$ cat src/rtl/fan_sample_sequencer.sv
// fan_sample_sequencer: clk_en prescaler, ADC req/ack sampling and strobe/config gating for FanCTRL
module fan_sample_sequencer #(
  parameter int ADC_BITWIDTH = 4,
  parameter int PRESCALE     = 10,
  parameter int SAMPLE_DIV   = 16,
  parameter int ACK_TIMEOUT  = 8
) (
  input  logic                    clk_i,
  input  logic                    rstn_i,
  input  logic                    enable_i,
  input  logic                    config_en_i,
  input  logic [ADC_BITWIDTH-1:0] adc_data_i,
  input  logic [ADC_BITWIDTH-1:0] set_value_i,
  input  logic                    adc_ack_i,
  output logic                    adc_req_o,
  output logic                    clk_en_o,
  output logic [ADC_BITWIDTH-1:0] ADC_value_o,
  output logic [ADC_BITWIDTH-1:0] SET_value_o,
  output logic                    dataVaild_STRB_o,
  output logic                    config_en_o,
  output logic                    timeout_o,
  output logic [1:0]              state_o
);
  localparam int PW = $clog2(PRESCALE);
  localparam int SW = $clog2(SAMPLE_DIV);
  localparam int TW = $clog2(ACK_TIMEOUT + 1);
  localparam logic [PW-1:0] P_LAST = PW'(PRESCALE - 1);
  localparam logic [SW-1:0] S_LAST = SW'(SAMPLE_DIV - 1);
  localparam logic [TW-1:0] T_LAST = TW'(ACK_TIMEOUT - 1);
  typedef enum logic [1:0] {IDLE, REQ, STRB, CONFIG} state_t;
  state_t state, state_nx;
  logic [PW-1:0] pcnt;
  logic [SW-1:0] scnt;
  logic [TW-1:0] tcnt;
  logic tick, t_exp;
  assign clk_en_o = pcnt == P_LAST;
  assign tick = clk_en_o && scnt == S_LAST;
  assign t_exp = clk_en_o && tcnt == T_LAST;
  assign adc_req_o = state == REQ;
  assign dataVaild_STRB_o = state == STRB;
  assign config_en_o = state == CONFIG;
  assign state_o = state;
  always_comb begin
    state_nx = state;
    case (state)
      IDLE:    state_nx = config_en_i ? CONFIG : tick ? REQ : IDLE;
      REQ:     state_nx = adc_ack_i ? STRB : t_exp ? IDLE : REQ;
      STRB:    state_nx = clk_en_o ? IDLE : STRB;
      default: state_nx = config_en_i ? CONFIG : IDLE;
    endcase
  end
  always_ff @(posedge clk_i or negedge rstn_i) begin
    if (!rstn_i) begin
      state <= IDLE;
      pcnt <= '0;
      scnt <= '0;
      tcnt <= '0;
      ADC_value_o <= '0;
      SET_value_o <= '0;
      timeout_o <= 1'b0;
    end else if (!enable_i) begin
      state <= IDLE;
      pcnt <= '0;
      scnt <= '0;
      tcnt <= '0;
    end else begin
      state <= state_nx;
      pcnt <= clk_en_o ? '0 : pcnt + 1'b1;
      // leaving config restarts the sample interval from zero
      scnt <= (state == CONFIG && !config_en_i) ? '0 : !clk_en_o ? scnt : scnt == S_LAST ? '0 : scnt + 1'b1;
      tcnt <= state != REQ ? '0 : clk_en_o ? tcnt + 1'b1 : tcnt;
      if (state == REQ && adc_ack_i) begin
        ADC_value_o <= adc_data_i;
        SET_value_o <= set_value_i;
      end
      timeout_o <= (state == IDLE && config_en_i) ? 1'b0 : (state == REQ && !adc_ack_i && t_exp) ? 1'b1 : timeout_o;
    end
  end
endmodule

$ cat config.mk
export PLATFORM = sky130hd
export DESIGN_NAME = fan_sample_sequencer
export DESIGN_NICKNAME = d
export VERILOG_FILES = /design/src/rtl/fan_sample_sequencer.sv
export SDC_FILE = /design/constraint.sdc
export NUM_CORES = 1
export LEC_CHECK = 0
export ABC_AREA = 1
export CAP_MARGIN = 20
export CORE_AREA = 4 4 57 54
export CTS_CLUSTER_DIAMETER = 150
export DETAILED_ROUTE_END_ITERATION = 8
export DIE_AREA = 0 0 61 58
export PLACE_DENSITY = 0.75
export SLEW_MARGIN = 40
export SYNTH_ARGS = -nofsm -noshare
export SYNTH_HDL_FRONTEND = slang
export SYNTH_SLANG_ARGS = --single-unit
$ cat constraint.sdc
create_clock -name clk_i -period 4 [get_ports clk_i]
set_clock_uncertainty 0.15 [all_clocks]
set_input_delay 0.6 -clock clk_i [delete_from_list [all_inputs] [get_ports clk_i]]
set_output_delay 0.6 -clock clk_i [all_outputs]
set_load 0.05 [all_outputs]
==> impl_results.md <==
- CTS Hold Bufs: 0
- Filler cells: 225
- DRT iter0 DRCs: 46
- Netlist Area Pre-Place: 1140 um2
- Net Switching: 0.311 mW
- Vias/cell: 4.85
- Routability cong.: 0.753
- Clk Latency, worst-skew pair: 0.31 ns
- DIE HEIGHT: 58 um
- Vias in the first global route: 825
- Power Density: 506 nW/um2
- Fmax: 333 MHz
- Num rows: 17
- RSZ-0062 raised after global routing: false
- Required time worst endpoint: 3.25 ns
- Drc violations: 0
- Critical path class: register to output port
- Relative slew margins: 66.0%
- Ys async rst share: 100%
- Netlist cell types: 21
- Syn Nets: 156
- Ys flop type: dfrtp_1
- Drt total wl: 2.24 mm
- Kind of path behind the tightest hold check: primary input to async pin
- Remaining antenna violation count after routing: 0
- Synthesized area per cell: 8.22 um2
- Total global-route track usage: 13.8%
- Logic pwr share: 44.4%
- Largest net degree at the start of global routing: 24
- CTS tree: done
- CP arrival: 2.26 ns
- Placed Instances: 191
- Num CTS Buffers: 3
- Max H-tree Level: 1
- Total gr overflow: 0
- Clock power frac: 14.5%
- Final slew viol count: 0
- Clock slew at reported path FFs: 0.12 ns
- Layout Cells excl Fill: 195
- Cells after Synth: 139
- Post-synthesis sequential area ratio: 50.4%
- Core ar.: 2420 um2
- Worst VDD drop: 405 uV
- Sw Share: 42.7%
- Worst-path fanout max: 12
- CTS root buf: clkbuf_4
- FF+latch count, synth: 23
- Final instance area: 1440 um2
- Die Width: 61 um
- Port bufs: 27
- Final setup fails: 0
- Startpoint Class: register
- Internal power: 0.417 mW
- Sequential group share of total power: 41.1%
- Tmin final: 3.01 ns
- Final Cycle Share: 75.1%
- Post-Route Setup TNS: 0 ns
- Layout overhead on the synthesized area: 26.0%
- Drt pass-1 iters: 4
- Initial antenna violation count: 0
- Initial Utilization: 47.1%
- Lkg Pwr: 0.685 nW
- Crit. End Element: output port
- Post-CTS Setup Repair Bufs: 0
- Multi-input gate area: 473 um2
- Longest Clk Path Bufs: 2
- Worst-Margin Slew: 0.510 ns
- Final hold viol count: 0
- HPWL after DPL: 1.72 mm
- First-pass GRT wire length: 3.73 mm
- Vias: 945
- # nets final: 185
- Tot Pwr: 0.729 mW
- Post-CTS Resized: 0
- Max Cap Viol: 0
- WL per Instance: 11.5 um
- Die area: 3540 um2
- Placed cell area: 1410 um2
- Layout cell share with drive strength beyond 1: 7.19%
- Outcome: finished clean
- Most common cell after layout, fill and taps aside: nand2_1
- Clock sinks: 23
- Syn. warnings: 0
- Post-synth EDFFs: 0
- Sequential Area: 576 um2
- Most frequent cells in the layout: 35 x nand2_1, 26 x clkdlybuf4s50_1, 23 x dfrtp_1, 15 x inv_1, 15 x nand3_1
- # IOs: 28
- N_diodes: 0
[final timing paths]
kind	cells after the start	slack (ns)	start	endpoint
min in group clk_i	2	0.34	SET_value_o[0]	SET_value_o[0]
hold / removal	1	0.08	rstn_i	scnt[2]
setup reg to reg	9	2.34	pcnt[1]	state_o[0]
hold reg to reg	2	0.34	SET_value_o[0]	SET_value_o[0]
max in group asynchronous	1	3.26	rstn_i	SET_value_o[1]
setup / recovery	5	0.99	pcnt[1]	clk_en_o
[final cells by class]
cell class              count  area share [%]
flip-flops and latches     23            40.0
multi-input cells          96            32.9
repair buffers             27            18.4
inverters                  17            4.43
well taps                  28            2.43
clock buffers               4            1.83
[worst max-delay path: stages (launching register included)]
cell and delay (ns):
dfrtp_1 0.41, inv_1 0.06, ha_1 0.16, nand2_1 0.08, nor2_2 0.35, clkdlybuf4s50_1 0.89
[synthesized netlist by cell type, types with 2 or more instances]
master / count / area [um2]
nand2_1: 35 / 131
dfrtp_1: 23 / 576
inv_1: 15 / 56.3
nand3_1: 15 / 75.1
nor2_1: 14 / 52.6
a21oi_1: 9 / 45.0
o21ai_0: 5 / 25.0
ha_1: 4 / 50.1
nor3_1: 3 / 15.0
buf_6: 2 / 22.5
inv_2: 2 / 7.51
nand2_2: 2 / 12.5
o21ai_1: 2 / 10.0
[layer usage]
layer | global-route usage (%) | wire length, um | up-vias
met5 | 0 | 0 | -
met4 | 3.72 | 44 | 0
met3 | 4.68 | 116 | 8
met2 | 21.1 | 998 | 17
met1 | 18.8 | 1080 | 423
li1 | - | - | 497
[kinds of logic (layout without fill, tap and decap cells)]
family | after synthesis | count (layout) | synth area share, %
fa+ha+maj | 4 | 4 | 4.38
simple gates | 72 | 72 | 27.2
compound gates | 18 | 18 | 8.32
buf+inv | 20 | 48 | 8.21
flops | 23 | 23 | 50.4
xor+xnor | 2 | 2 | 1.53
[registers in the layout, indices dropped and copies added (netlist names)]
signal and cells:
ADC_value_o 4, SET_value_o 4, pcnt 4, scnt 4, state_o 2, tcnt 4, timeout_o 1
[power by group through the flow]
stage          Sequential (mW)  Clock (mW)  Combinational (mW)
4_1_cts                  0.300       0.111               0.327
5_1_grt                  0.309       0.119               0.344
2_1_floorplan            0.443           0              0.0709
6_report                 0.299       0.106               0.324
3_5_place_dp             0.305           0               0.327
3_3_place_gp             0.303           0               0.325
[per-stage QoR]
step	util, %	setup WS, ns	hold slack (ns)
floorplan	-	1.75	0.154
global placement	58.5	1.40	0.305
detailed placement	58.3	1.34	0.312
CTS	59.3	0.979	0.104
global route	59.3	0.846	0.122
finish	59.3	0.995	0.0838
No activity file was read; power rests on OpenSTA's default activity.
